===== config.mk =====
export PLATFORM = sky130hd
export DESIGN_NAME = clock_sel_ctrl_flat
export DESIGN_NICKNAME = d
export VERILOG_FILES = /design/src/rtl/clock_sel_ctrl_pkg.sv /design/src/rtl/clock_sel_ctrl_if.sv /design/src/rtl/clock_sel_ctrl_dip_debounce.sv /design/src/rtl/clock_sel_ctrl.sv /design/src/flat_wrapper.sv
export SDC_FILE = /design/constraint.sdc
export NUM_CORES = 1
export LEC_CHECK = 0
export BUFFER_PORTS_ARGS = -buffer_cell sky130_fd_sc_hd__buf_4
export CORE_MARGIN = 5
export CORE_UTILIZATION = 40
export DETAILED_ROUTE_END_ITERATION = 16
export PLACE_DENSITY = 0.65
export SETUP_SLACK_MARGIN = 0.05
export SYNTH_ARGS = -nofsm -noshare
export SYNTH_HDL_FRONTEND = slang
export SYNTH_SLANG_ARGS = --single-unit

===== constraint.sdc =====
create_clock -name usb_clk -period 5.68 [get_ports usb_clk]
set_clock_uncertainty 0.1 [all_clocks]
set_input_delay 1.704 -clock usb_clk [delete_from_list [all_inputs] [get_ports usb_clk]]
set_output_delay 1.704 -clock usb_clk [all_outputs]
set_load 0.005 [all_outputs]

===== src/rtl/clock_sel_ctrl_pkg.sv =====
// clock_ctrl_pkg: FSM states, clock-source encodings, register address and source decode shared by the clock-select control slice
package clock_ctrl_pkg;
  typedef enum logic [2:0] {IDLE, GATE, SETTLE1, APPLY, SETTLE2, RESTORE} state_t;
  localparam logic [2:0] CLK_PLL1 = 3'b001;
  localparam logic [2:0] CLK_EXT = 3'b101;
  localparam logic [7:0] REG_CLKSETTINGS = 8'h0C;
  function automatic logic src_ext(input logic [4:0] r, input logic j16);
    return r[2:0] == CLK_PLL1 ? 1'b0 : r[2:0] == CLK_EXT ? 1'b1 : ~r[0] & j16;
  endfunction
endpackage


===== src/rtl/clock_sel_ctrl_if.sv =====
// clock_sel_ctrl_if: USB register bus (reg_addr/reg_write/reg_read/reg_datai from master, reg_datao from slave)
interface clock_sel_ctrl_if;
  logic [7:0] reg_addr;
  logic reg_write;
  logic reg_read;
  logic [7:0] reg_datai;
  logic [7:0] reg_datao;
  modport master (output reg_addr, reg_write, reg_read, reg_datai, input reg_datao);
  modport slave (input reg_addr, reg_write, reg_read, reg_datai, output reg_datao);
endinterface


===== src/rtl/clock_sel_ctrl_dip_debounce.sv =====
// dip_debounce: 2-FF synchroniser plus stability counter; ports clk, rst_n, raw (async DIP in), db (accepted level)
module dip_debounce #(
  parameter logic [15:0] DEBOUNCE_CYCLES = 16'd50000,
  parameter int CNT_W = 16
) (
  input  logic clk,
  input  logic rst_n,
  input  logic raw,
  output logic db
);
  logic [1:0] sync;
  logic [CNT_W-1:0] cnt;
  logic last;
  assign last = cnt == CNT_W'(DEBOUNCE_CYCLES - 16'd1);
  always_ff @(posedge clk or negedge rst_n)
    if (!rst_n) begin
      sync <= '0;
      cnt <= '0;
      db <= 1'b0;
    end else begin
      sync <= {sync[0], raw};
      cnt <= (sync[1] == db || last) ? '0 : cnt + 1'b1;
      if (sync[1] != db && last) db <= sync[1];
    end
endmodule


===== src/rtl/clock_sel_ctrl.sv =====
// clock_sel_ctrl: clock-settings register, DIP debounce and gated source-switch sequencer; ports usb_clk, rst_n, bus (slave), j16_raw/k16_raw in, O_clock_reg/O_j16_sel/O_k16_sel/O_busy/O_switch_count out
module clock_sel_ctrl
  import clock_ctrl_pkg::*;
#(
  parameter logic [7:0] REG_ADDR = REG_CLKSETTINGS,
  parameter logic [15:0] DEBOUNCE_CYCLES = 16'd50000,
  parameter logic [7:0] SETTLE_CYCLES = 8'd16,
  parameter int CNT_W = 16
) (
  input  logic usb_clk,
  input  logic rst_n,
  clock_sel_ctrl_if.slave bus,
  input  logic j16_raw,
  input  logic k16_raw,
  output logic [4:0] O_clock_reg,
  output logic O_j16_sel,
  output logic O_k16_sel,
  output logic O_busy,
  output logic [7:0] O_switch_count
);
  state_t state, state_d;
  logic [4:0] target, clock_reg_d;
  logic j16_db, k16_db, j16_d, k16_d, new_src, new_src_d, settle_done, hit_w, hit_r;
  logic [7:0] cnt, cnt_d, count_d;
  logic unused_bits;
  assign unused_bits = ^bus.reg_datai[7:5];
  assign hit_w = bus.reg_write && bus.reg_addr == REG_ADDR;
  assign hit_r = bus.reg_read && bus.reg_addr == REG_ADDR;
  assign settle_done = cnt == SETTLE_CYCLES - 8'd1;
  dip_debounce #(.DEBOUNCE_CYCLES(DEBOUNCE_CYCLES), .CNT_W(CNT_W)) u_j16 (
    .clk(usb_clk), .rst_n(rst_n), .raw(j16_raw), .db(j16_db)
  );
  dip_debounce #(.DEBOUNCE_CYCLES(DEBOUNCE_CYCLES), .CNT_W(CNT_W)) u_k16 (
    .clk(usb_clk), .rst_n(rst_n), .raw(k16_raw), .db(k16_db)
  );
  always_ff @(posedge usb_clk or negedge rst_n)
    if (!rst_n) begin
      state <= IDLE;
      cnt <= '0;
      new_src <= 1'b0;
      target <= 5'b00001;
      O_clock_reg <= 5'b00001;
      O_j16_sel <= 1'b0;
      O_k16_sel <= 1'b0;
      O_busy <= 1'b0;
      O_switch_count <= '0;
      bus.reg_datao <= '0;
    end else begin
      state <= state_d;
      cnt <= cnt_d;
      new_src <= new_src_d;
      if (hit_w) target <= bus.reg_datai[4:0];
      O_clock_reg <= clock_reg_d;
      O_j16_sel <= j16_d;
      O_k16_sel <= k16_d;
      O_busy <= state_d != IDLE;
      O_switch_count <= count_d;
      bus.reg_datao <= hit_r ? {O_busy, 2'b00, target} : 8'h00;
    end
  always_comb begin
    state_d = state;
    cnt_d = cnt;
    new_src_d = new_src;
    clock_reg_d = O_clock_reg;
    j16_d = O_j16_sel;
    k16_d = O_k16_sel;
    count_d = O_switch_count;
    case (state)
      IDLE:
        if (src_ext(target, j16_db) != src_ext(O_clock_reg, O_j16_sel)) state_d = GATE;
        else begin
          clock_reg_d = target;
          j16_d = j16_db;
          k16_d = k16_db;
        end
      GATE: begin
        clock_reg_d = {2'b00, src_ext(O_clock_reg, O_j16_sel) ? CLK_EXT : CLK_PLL1};
        new_src_d = src_ext(target, j16_db);
        state_d = SETTLE1;
      end
      SETTLE1, SETTLE2: begin
        cnt_d = settle_done ? 8'd0 : cnt + 8'd1;
        state_d = !settle_done ? state : state == SETTLE1 ? APPLY : RESTORE;
      end
      APPLY: begin
        clock_reg_d = {2'b00, new_src ? CLK_EXT : CLK_PLL1};
        state_d = SETTLE2;
      end
      RESTORE: begin
        clock_reg_d = target;
        j16_d = j16_db;
        k16_d = k16_db;
        count_d = O_switch_count + 8'd1;
        state_d = IDLE;
      end
      default: state_d = IDLE;
    endcase
  end
endmodule


===== src/flat_wrapper.sv =====
// flat-port wrapper written by rule: the top's interface ports become plain ports
module clock_sel_ctrl_flat import clock_ctrl_pkg::*;
#(
  parameter logic [7:0] REG_ADDR = REG_CLKSETTINGS,
  parameter logic [15:0] DEBOUNCE_CYCLES = 16'd50000,
  parameter logic [7:0] SETTLE_CYCLES = 8'd16,
  parameter int CNT_W = 16
)
  (usb_clk, rst_n, j16_raw, k16_raw, O_clock_reg, O_j16_sel, O_k16_sel, O_busy, O_switch_count, bus_reg_addr, bus_reg_write, bus_reg_read, bus_reg_datai, bus_reg_datao);
  clock_sel_ctrl_if bus_i ();
  input  logic usb_clk;
  input  logic rst_n;
  input  logic j16_raw;
  input  logic k16_raw;
  output logic [4:0] O_clock_reg;
  output logic O_j16_sel;
  output logic O_k16_sel;
  output logic O_busy;
  output logic [7:0] O_switch_count;
  input wire logic [$bits(bus_i.reg_addr)-1:0] bus_reg_addr;
  input wire logic [$bits(bus_i.reg_write)-1:0] bus_reg_write;
  input wire logic [$bits(bus_i.reg_read)-1:0] bus_reg_read;
  input wire logic [$bits(bus_i.reg_datai)-1:0] bus_reg_datai;
  output wire logic [$bits(bus_i.reg_datao)-1:0] bus_reg_datao;
  assign bus_i.reg_addr = bus_reg_addr;
  assign bus_i.reg_write = bus_reg_write;
  assign bus_i.reg_read = bus_reg_read;
  assign bus_i.reg_datai = bus_reg_datai;
  assign bus_reg_datao = bus_i.reg_datao;
  clock_sel_ctrl #(.REG_ADDR(REG_ADDR), .DEBOUNCE_CYCLES(DEBOUNCE_CYCLES), .SETTLE_CYCLES(SETTLE_CYCLES), .CNT_W(CNT_W)) u_core (.usb_clk(usb_clk), .rst_n(rst_n), .bus(bus_i), .j16_raw(j16_raw), .k16_raw(k16_raw), .O_clock_reg(O_clock_reg), .O_j16_sel(O_j16_sel), .O_k16_sel(O_k16_sel), .O_busy(O_busy), .O_switch_count(O_switch_count));
endmodule

Word-level counts from Yosys, hierarchy flattened
Cells that the tools add are included.
Storage, ports and cells
  bits in registers: 79
  word-level logic and storage cells: 76
  input bits: 22
  output and inout port bits: 24
Operators by class
  reductions and logical operators: 13
  mux-type cells: 20
  add/sub/neg operators: 4
  bitwise logic cells: 4
  equality and inequality tests: 19
Operator list (number)
  adder 16 x 1 -> 16 bit (second input constant): 2
  equality test 16 bit (second input constant): 2
  2-to-1 mux 16 bit: 2
  case mux 5 bit (4 select lines): 1
  adder 8 x 1 -> 8 bit (second input constant): 2
  equality test 8 x 4 -> 1 bit (second input constant): 2
  2-to-1 mux 8 bit: 2
  2-to-1 mux 3 bit: 5
  equality test 3 bit (second input constant): 4
  case mux 3 bit (4 select lines): 1
  equality test 3 x 1 -> 1 bit (second input constant): 3
  equality test 3 x 2 -> 1 bit (second input constant): 2
  2-to-1 mux 1 bit: 6
  2-to-1 mux 5 bit: 1
  logical AND 1 bit: 4
  case mux 1 bit (2 select lines): 2
  AND reduction 2 bit: 2
  nonzero test 4 bit: 1
  logical NOT 3 bit: 1
  != test 1 bit: 3
  nonzero test 3 bit: 1
  AND 1 bit: 2
  equality test 1 bit: 2
  logical OR 1 bit: 2
  other kinds (4): 5

Logic depth before layout (Yosys ltp)
Gate-level depths: netlist of run 1.
  depth in word-level cells: 8
  mapped depth: 7
  depth with buffers taken out: 5

Modules after synthesis
A second synthesis of run 1 with hierarchy kept.
Unflattened totals
  cells, all modules: 318
  area total of the unflattened synthesis: 3707.3 µm²
Modules (own cells, without submodules)
  dip_debounce: instances 2, cells an instance 86, sequential area each 475.5 µm², area an instance 978.4 µm²
  clock_sel_ctrl: instances 1, cells an instance 146, sequential area each 978.4 µm², area an instance 1750.4 µm²

Worst setup path after synthesis of run 1
OpenSTA, ideal clock, no wires.
  path kind: input -> register
  start: input bus_reg_addr[5]
  end: register u_core.target[1]
  buffers on the path: 0
  library setup time: 0.125 ns
  cell stages on the path: 4
  arrival: 3.007 ns
  slack: 2.448 ns
  path through: or4_4 > nor4_4 > nand2_4 > mux2_4
Between the ends
  word-level cells in the longest chain between the ends: 2
RTL lines
  from (decl): line flat_wrapper.sv:20  | input wire logic [$bits(bus_i.reg_addr)-1:0] bus_reg_addr;
  equality test 8 x 4 -> 1 bit: line clock_sel_ctrl.sv:27  | assign hit_w = bus.reg_write && bus.reg_addr == REG_ADDR;
  logical AND 1 bit: line clock_sel_ctrl.sv:27
  to (signal assigned): line clock_sel_ctrl.sv:52  | if (hit_w) target <= bus.reg_datai[4:0];
  to (decl): line clock_sel_ctrl.sv:22  | logic [4:0] target, clock_reg_d;
Every way passes these cells.
A chain may end at the register's enable or synchronous reset.

Worst setup path in the final report of run 1
  start: input bus_reg_addr[5]
  end: register u_core.target[2]
Same word-level chain as after synthesis.

==> results of run 1 <==
==> cells in the final DEF (no fill, tap or decap), types with 8 or more instances in the layout <==
cell type  count
xnor2_1       17
dfrtp_1       75
a21oi_1        8
buf_4         40
nand3_1       18
nor2_1        33
mux2_2         9
xor2_1        22
nand2_1       21
clkbuf_8       9
nand4_1       13
and3_1         9
==> worst paths after layout <==
path	startpoint	end	slack, ns	cells after the start
worst min-delay path	u_core.u_j16.sync[0]$_DFF_PN0_	u_core.u_j16.sync[1]$_DFF_PN0_	0.26	0
max in group asynchronous	rst_n	u_core.O_switch_count[5]$_DFFE_PN0P_	3.49	1
min in group asynchronous	rst_n	u_core.u_j16.cnt[13]$_DFF_PN0_	1.39	1
worst max-delay path	bus_reg_addr[5]	u_core.target[2]$_DFFE_PN0P_	2.60	5
worst max register to register	u_core.O_clock_reg[0]$_DFFE_PN1P_	u_core.O_clock_reg[2]$_DFFE_PN0P_	3.64	4
worst min register to register	u_core.u_j16.sync[0]$_DFF_PN0_	u_core.u_j16.sync[1]$_DFF_PN0_	0.26	0
==> kinds of logic after synthesis <==
group | count (synthesis)
buffers and inverters | 16
flip-flops | 77
AO/OA/AOI/OAI | 24
adder cells (fa/ha/maj) | 4
AND/OR/NAND/NOR | 138
multiplexers | 17
XOR/XNOR | 39
other | 1
==> metal layers <==
layer  wire [um]  vias to the layer above  track usage
li1            -                     1183            -
met1        2970                     1176        0.157
met2        3080                       33        0.203
met3         298                        4       0.0521
met4          41                        0       0.0370
met5           0                        -            0
==> synth_stat cells, types with 5 or more instances <==
library cell	count
dfrtp_1	75
nor2_1	33
xor2_1	22
nand2_1	21
nand3_1	18
xnor2_1	17
nand4_1	13
and3_1	9
mux2_2	9
a21oi_1	8
clkbuf_1	8
and3_2	6
nor3_1	6
and4_1	5
mux2_4	5
o21ai_0	5
==> power groups by stage <==
stage | registers (mW) | logic (mW) | clock network, mW
2_1_floorplan | 0.590 | 0.0504 | 0
3_3_place_gp | 0.596 | 0.0787 | 0
3_5_place_dp | 0.597 | 0.0801 | 0
4_1_cts | 0.586 | 0.0802 | 0.548
5_1_grt | 0.589 | 0.0899 | 0.578
6_report | 0.586 | 0.0778 | 0.532
==> per-stage QoR <==
step / hold WS, ns / instances / instance area [um2] / utilization / total power, mW
after global placement: 0.238 / 453 / 3920 / 0.452 / 0.675
after detailed placement: 0.240 / 453 / 3920 / 0.452 / 0.677
after CTS: 0.259 / 469 / 4180 / 0.482 / 1.21
final: 0.256 / 469 / 4180 / 0.482 / 1.20
after global routing: 0.268 / 469 / 4180 / 0.482 / 1.26
after floorplan: 0.231 / 317 / 3540 / - / 0.640
==> final cells by class <==
class                   count  area [um2]  area share
clock buffers               9         124      0.0296
clock inverters             7         138      0.0329
inverters                   4        15.0     0.00359
multi-input cells         224        1540       0.368
flip-flops and latches     77        1930       0.462
well taps                 108         135      0.0323
repair buffers             40         300      0.0718
==> flow_summary.toml, run 1 <==
[floorplanning]
ioPinCount = 46
die-area_um2 = 10800
rows = 34
die_h_um = 104
die_w_um = 104
start_util = 0.407
core_um2 = 8680

[clocking]
cts_resized = 0
cts_tree = "done"
h-tree-depth = 3
cts_buffers = 9
cts_buffer_depth = 2
cts.clk_slew.worst_paths_ns = 0.08
cts_sinks = 77
post_cts_buffers = 0
clkLatencyLatePin_ns = 0.34
ctsHoldBuffers = 0
cts_root_buf = "clkbuf_8"

[global_routing]
grtUsageTotal = 0.127
grt_overflow_total = 0
grt_pass1_vias = 2514
antenna_found_initial = 0
grt_pass1_wl_mm = 11.6
grt_max_degree = 78

[synth]
yosysTopAreaCell = "dfrtp_1"
synth_edf_count = 0
synth_top_area_frac = 0.531
seq_area_frac_synth = 0.546
synth_cell_types = 46
avgSynthCellArea_um2 = 11.2
synthCells = 316
synth_area_leaders = "dfrtp_1, xor2_1, xnor2_1"
synth-xor-area-share = 0.0966
synthesis.area_um2 = 3530
ys_ff_latch = 77
synthMuxAreaShare = 0.0584
yosysWarnings = 0
synth_top_family_by_area = "simple AND/OR/NAND/NOR gates"
synthFlopType = "dfrtp_1"
synthArstFlopShare = 1.00
synth_compound_area_frac = 0.0450
yosys.area_share.simple = 0.219
synth_adder_area_share = 0.0142

[power]
p_leak_nw = 1.96
pwr-share-seq = 0.490
power_density_nw_per_um2 = 286
ir_drop_mv = 0.122
switchingPower_uw = 254
netSwitchingFraction = 0.212
clockPowerShare = 0.445
p_comb_frac = 0.065
p_int_uw = 942

[detailed_routing]
wire_per_inst_um = 13.6
drc = 0
ant_nets = 0
wl_mm = 6.39
via_per_inst = 5.11
first_pass_iters = 4
vias = 2396
drtIter0Drc = 82

[min_path]
hp-class = "reg -> reg"

[setup_path]
critical_path_required_ns = 5.81
critPathKind = "in -> reg"
worst_setup_path_end_kind = "register"
cp.arrival_ns = 3.22
worst-path-buf-inv = 1
path_max_fanout = 7
cp_slowest_cell = "or4_4"
max_stage_delay_ns = 0.53
critical_path.cell_chain = "buf_4 -> or4_4 -> nor4_4 -> nand2_4 -> mux2_4"
cp_top_family = "simple AND/OR/NAND/NOR gates"
start_kind = "input pin"

[final_layout]
antenna_cells = 0
final_nets = 382
largestRegisters = "u_core.u_j16.cnt (16), u_core.u_k16.cnt (16)"
drive_above_1_share = 0.233
area_delta_synth_final_pct = 18.3
fillers = 796

[sta]
fin_crit_sh = 0.543
layout_setup_ws_ns = 2.60
hold_viol_final = 0
tns_ns = 0
rsz0062_at_grt = "no"
post-route-min-period_ns = 3.08
drv_slew = 0
timing.fmax_mhz = 324
finalSetupViolations = 0
tightest_slew_ns = 0.933
maxSlewHeadroom = 0.378

[placement]
dp_hpwl_mm = 4.42
place.gp.congestion = 0.754
portBuffers = 40
pre_cts_slack_ns = 2.22

[outcome]
status = "complete, no violations"

[run]
max_cap_violations = 0
Power figures use the tool's default switching activity.
==> inputs of run 2 (changes only) <==
PLACE_DENSITY = 0.67   (was 0.65)
clock period = 2.7 ns   (was 5.68 ns; I/O delays follow)
==> run 2 against run 1 <==
  * Flip-flop and latch count is the same
  * Non-clock buffer count up 4
  * Critical path depth unchanged
  * Highest routed layer unchanged
  * Combinational power increased by 120%
  * Cell count grew 0.43%
  * Total power rose by 87%
  * Hold slack is essentially flat
  * Sequential power is 110% higher
  * Cell area shrank 1.0%
  * Sequential share of layout area grew 0.49 points
  * Global-route usage is 0.25 points lower
==> flow_summary.toml, run 2 (synthesis results as in run 1) <==
[power]
switchingPower_uw = 517
netSwitchingFraction = 0.231
p_comb_frac = 0.075
ir_drop_mv = 0.303
power_density_nw_per_um2 = 541
p_int_mw = 1.72
clockPowerShare = 0.373
p_leak_nw = 1.94
p_total_mw = 2.24
pwr-share-seq = 0.551

[detailed_routing]
ant_nets = 0
first_pass_iters = 4
vias = 2422
wire_per_inst_um = 13.6
drc = 0
wl_mm = 6.43
drtIter0Drc = 72
via_per_inst = 5.14

[clocking]
cts_tree = "done"
clkLatencyLatePin_ns = 0.34
ctsHoldBuffers = 0
cts_root_buf = "clkbuf_8"
h-tree-depth = 3
cts_sinks = 77
post_cts_buffers = 0
cts.clk_slew.worst_paths_ns = 0.07
cts_resized = 0
cts_buffers = 9
cts_buffer_depth = 2

[floorplanning]
start_util = 0.407
die-area_um2 = 10800
die_w_um = 104
ioPinCount = 46
core_um2 = 8680
rows = 34
die_h_um = 104

[global_routing]
grt_pass1_wl_mm = 11.2
top_usage_layer = "met2"
antenna_found_initial = 0
use_met1 = 0.161
grt_overflow_total = 0
grt_pass1_vias = 2412
grt_max_degree = 39
grt_use_met3 = 0.0341
grtUsageTotal = 0.124
grt.met2_usage = 0.197

[final_layout]
post-route-util = 0.477
area_delta_synth_final_pct = 17.0
drive_above_1_share = 0.237
multi_input_area_um2 = 1540
regArea_um2 = 1930
final_cell_mix = "dfrtp_1, buf_4, nor2_1"
final_nets = 386
largestRegisters = "u_core.u_j16.cnt (16), u_core.u_k16.cnt (16)"
layout_commonest_cell = "dfrtp_1"
fin_cells = 471
antenna_cells = 0
fillers = 829

[sta]
timing.fmax_mhz = 482
hold_viol_final = 0
post-route-min-period_ns = 2.07
tns_ns = 0
rsz0062_at_grt = "no"
finalSetupViolations = 0
fin_crit_sh = 0.768
drv_slew = 0

[run]
max_cap_violations = 0

[setup_path]
start_kind = "input pin"
rr_worst_depth = 4
cp.arrival_ns = 2.20
worst_setup_path_end_kind = "register"
critPathKind = "in -> reg"
timing.rr.start = "u_core.O_clock_reg[0]$_DFFE_PN1P_"
crit_start = "bus_reg_addr[5]"
path_max_fanout = 5
endpoint = "u_core.target[4]$_DFFE_PN0P_"
critical_path_required_ns = 2.83
r2r_end = "u_core.O_clock_reg[2]$_DFFE_PN0P_"
r2r_slack_ns = 0.67

[min_path]
hp-class = "reg -> reg"

[placement]
portBuffers = 40
dp_hpwl_mm = 4.56
place.gp.congestion = 0.794
place_inst = 457

[outcome]
status = "complete, no violations"
## run 2: final cells by class
class,instances,area share
repair buffers,44,0.0799
well taps,108,0.0327
flip-flops and latches,77,0.466
clock buffers,10,0.0333
clock inverters,4,0.0121
multi-input cells,224,0.372
inverters,4,0.00363
## run 2: worst min path at each step
| stage | start | endpoint | slack, ns | cells after the start |
|---|---|---|---|---|
| 6_report | u_core.u_k16.sync[0]$_DFF_PN0_ | u_core.u_k16.sync[1]$_DFF_PN0_ | 0.26 | 0 |
| 5_1_grt | u_core.u_k16.sync[0]$_DFF_PN0_ | u_core.u_k16.sync[1]$_DFF_PN0_ | 0.26 | 0 |
| 4_1_cts | u_core.u_k16.sync[0]$_DFF_PN0_ | u_core.u_k16.sync[1]$_DFF_PN0_ | 0.26 | 0 |
| 3_5_place_dp | u_core.u_k16.sync[0]$_DFF_PN0_ | u_core.u_k16.sync[1]$_DFF_PN0_ | 0.24 | 0 |
| 3_3_place_gp | u_core.u_k16.sync[0]$_DFF_PN0_ | u_core.u_k16.sync[1]$_DFF_PN0_ | 0.24 | 0 |
| 2_1_floorplan | u_core.u_j16.sync[0]$_DFF_PN0_ | u_core.u_j16.sync[1]$_DFF_PN0_ | 0.23 | 0 |
## run 2: per-layer routing
layer,share of wire,routed length [um]
met4,0.016,103
met3,0.037,240
met1,0.46,2990
met2,0.48,3100
met5,0,0
## run 2: power by group through the flow
stage / logic [mW] / clock network (mW) / registers, mW
global placement: 0.168 / 0 / 1.25
global route: 0.194 / 0.905 / 1.24
CTS: 0.173 / 0.865 / 1.23
finish: 0.169 / 0.835 / 1.23
detailed placement: 0.173 / 0 / 1.26
floorplan: 0.106 / 0 / 1.24
## run 2: stage by stage
step,hold slack [ns],instance area (um2),worst slack [ns]
final,0.256,4140,0.627
after global routing,0.259,4140,0.583
after CTS,0.259,4140,0.636
after detailed placement,0.243,3950,0.263
after global placement,0.236,3950,0.282
after floorplan,0.231,3540,0.362
## run 2: worst max-delay path, cell delays in order
cell and delay [ns]:
buf_4 0.11, or4_4 0.54, nor4_4 0.30, nand2_4 0.14, mux2_4 0.31
==> inputs of run 3 (changes only) <==
ABC_AREA = 1   (was not set)
clock period = 1.8 ns   (was 2.7 ns; I/O delays follow)
==> run 3 against run 2 <==
  * Combinational power grew to 7.3 times the previous value
  * Sequential power is 76% higher
  * Critical path depth shrank 4
  * Clock power grew 63%
  * Non-clock buffer count rose by 1
  * First-iteration DRC count is 90% higher
  * Cell area rose by 10%
  * Global-route usage increased by 1.8 points
  * Register-to-register slack worse by 0.43 ns
  * Via count grew 31%
  * Critical endpoint is now O_clock_reg[0]
  * Highest routed layer unchanged
==> flow_summary.toml, run 3 <==
[outcome]
status = "complete, no violations"

[final_layout]
layout_commonest_cell = "nand2_1"
largestRegisters = "u_core.u_j16.cnt (16), u_core.u_k16.cnt (16)"
area_delta_synth_final_pct = 17.6
multi_input_area_um2 = 1690
fillers = 934
final_nets = 547
final_cell_mix = "nand2_1, dfrtp_1, nor2_1"
regArea_um2 = 1930
drive_above_1_share = 0.188
antenna_cells = 0

[power]
p_int_mw = 3.13
p_leak_nw = 2.20
switchingPower_mw = 1.63
pwr-share-seq = 0.454
p_comb_frac = 0.261
clockPowerShare = 0.285
ir_drop_mv = 0.785
p_total_mw = 4.76
netSwitchingFraction = 0.342
power_density_nw_per_um2 = 1040

[min_path]
hp-class = "in -> reg"
worstHoldPathCells = 1

[synth]
yosys-top-cells-count = "nand2_1, dfrtp_1, nor2_1"
synth_cell_types = 29
synth_top_area_frac = 0.483
yosysWarnings = 0
synthCells = 471
seq_area_frac_synth = 0.496
synthFlopType = "dfrtp_1"
avgSynthCellArea_um2 = 8.25
synth_area_leaders = "dfrtp_1, nand2_1, nor2_1"
synthesis.area_um2 = 3890
ys_ff_latch = 77
post-synth-top-count-cell = "nand2_1"
yosysTopAreaCell = "dfrtp_1"
synth_edf_count = 0
synthArstFlopShare = 1.00

[run]
max_cap_violations = 0

[sta]
fin_crit_sh = 0.934
tightest_slew_ns = 0.513
finalSetupViolations = 0
rsz0062_at_grt = "yes"
drv_slew = 0
maxSlewHeadroom = 0.655
hold_viol_final = 0
timing.fmax_mhz = 595
tns_ns = 0
post-route-min-period_ns = 1.68

[clocking]
cts_tree = "done"
cts_root_buf = "clkbuf_8"
h-tree-depth = 3
clkLatencyLatePin_ns = 0.35
post_cts_buffers = 0
cts.clk_slew.worst_paths_ns = 0.08
cts_buffers = 9
cts_sinks = 77
cts_buffer_depth = 2

[placement]
place.gp.congestion = 0.837
portBuffers = 40
dp_hpwl_mm = 5.74

[floorplanning]
die-area_um2 = 11800
rows = 36
die_w_um = 109
die_h_um = 109
ioPinCount = 46
start_util = 0.403
core_um2 = 9640

[global_routing]
top_usage_layer = "met2"
grt.met2_usage = 0.245
grt_pass1_vias = 3117
grt_max_degree = 35
grt_use_met3 = 0.0310
use_met1 = 0.169
grtUsageTotal = 0.142
antenna_found_initial = 0
grt_overflow_total = 0
grt_pass1_wl_mm = 13.4

[setup_path]
start_kind = "register"
cp_top_family = "flip-flops"
path_max_fanout = 5
critical_path.cell_chain = "buf_4"
critical_path_required_ns = 1.16
worst_setup_path_end_kind = "primary output"
cp_slowest_cell = "dfstp_2"
r2r_slack_ns = 0.24
worst-path-buf-inv = 1
cp.arrival_ns = 1.04
critPathKind = "reg -> out"
rr_worst_depth = 6
cp_num_cells = 1
max_stage_delay_ns = 0.57

[detailed_routing]
via_per_inst = 4.80
drc = 0
vias = 3165
wire_per_inst_um = 11.5
wl_mm = 7.59
first_pass_iters = 4
drtIter0Drc = 137
ant_nets = 0
==> run 3: cell types whose count changed after synthesis, moves of 9 or more <==
| cell | previous run | this run |
|---|---|---|
| nor3_1 | 6 | 17 |
| xnor2_1 | 17 | 3 |
| nand3_1 | 18 | 36 |
| and3_1 | 9 | 0 |
| nor2_1 | 33 | 72 |
| nand2_1 | 21 | 101 |
| inv_1 | 4 | 51 |
| nand2_2 | 0 | 11 |
| mux2_2 | 9 | 0 |
==> run 3: power by group through the flow <==
stage	Clock [mW]	Combinational (mW)	Sequential, mW
after detailed placement	0	1.26	2.19
after global placement	0	1.22	2.18
after floorplan	0	0.952	2.13
after CTS	1.41	1.26	2.16
final	1.36	1.24	2.16
after global routing	1.48	1.43	2.20
==> run 3: path summary, 6_finish.rpt <==
path                                                   to                              start
max                                        O_clock_reg[0]  u_core.O_clock_reg[0]$_DFFE_PN1P_
min                        u_core.u_j16.sync[0]$_DFF_PN0_                            j16_raw
max reg2reg                u_core.u_j16.cnt[11]$_DFF_PN0_      u_core.u_j16.cnt[0]$_DFF_PN0_
min reg2reg                u_core.u_k16.sync[1]$_DFF_PN0_     u_core.u_k16.sync[0]$_DFF_PN0_
max in group asynchronous    u_core.target[0]$_DFFE_PN1P_                              rst_n
min in group asynchronous      u_core.new_src$_DFFE_PN0P_                              rst_n
==> run 3: metal layers <==
layer / share of wire / wire [um]
met1: 0.43 / 3260
met4: 0.023 / 176
met2: 0.51 / 3890
met3: 0.034 / 259
met5: 0 / 0
==> run 3: logic make-up after synthesis <==
logic type / synth area share
xor gates and xnor gates: 0.0425
adders and majority gates: 0.0129
AOI/OAI and AO/OA: 0.0434
other: 0.000965
buffers and inverters: 0.0724
DFF: 0.496
and+or+nand+nor: 0.332
==> run 3: layout make-up <==
class / instances / share of cell area
clock buffer: 10 / 0.0301
inverter: 57 / 0.0468
timing repair buffer: 45 / 0.0799
sequential: 77 / 0.422
multi-input combinational: 331 / 0.369
tap: 133 / 0.0364
clock inverter: 6 / 0.0153
==> run 3: what timing repair did <==
action	in CTS	in global routing
hold buffers	1	0
endpoints found under the setup margin	0	19
hold endpoints to repair	18	0
gates resized for setup	0	2
==> run 3: metrics by stage <==
stage          hold slack [ns]   util  std cells  setup slack, ns  cell area [um2]
2_1_floorplan            0.144      -        472            0.370             3890
3_3_place_gp             0.234  0.451        642            0.221             4350
3_5_place_dp             0.237  0.451        642            0.183             4350
4_1_cts                  0.164  0.473        659           0.0892             4560
5_1_grt                  0.169  0.474        659           0.0494             4570
6_report                 0.190  0.474        659            0.119             4570
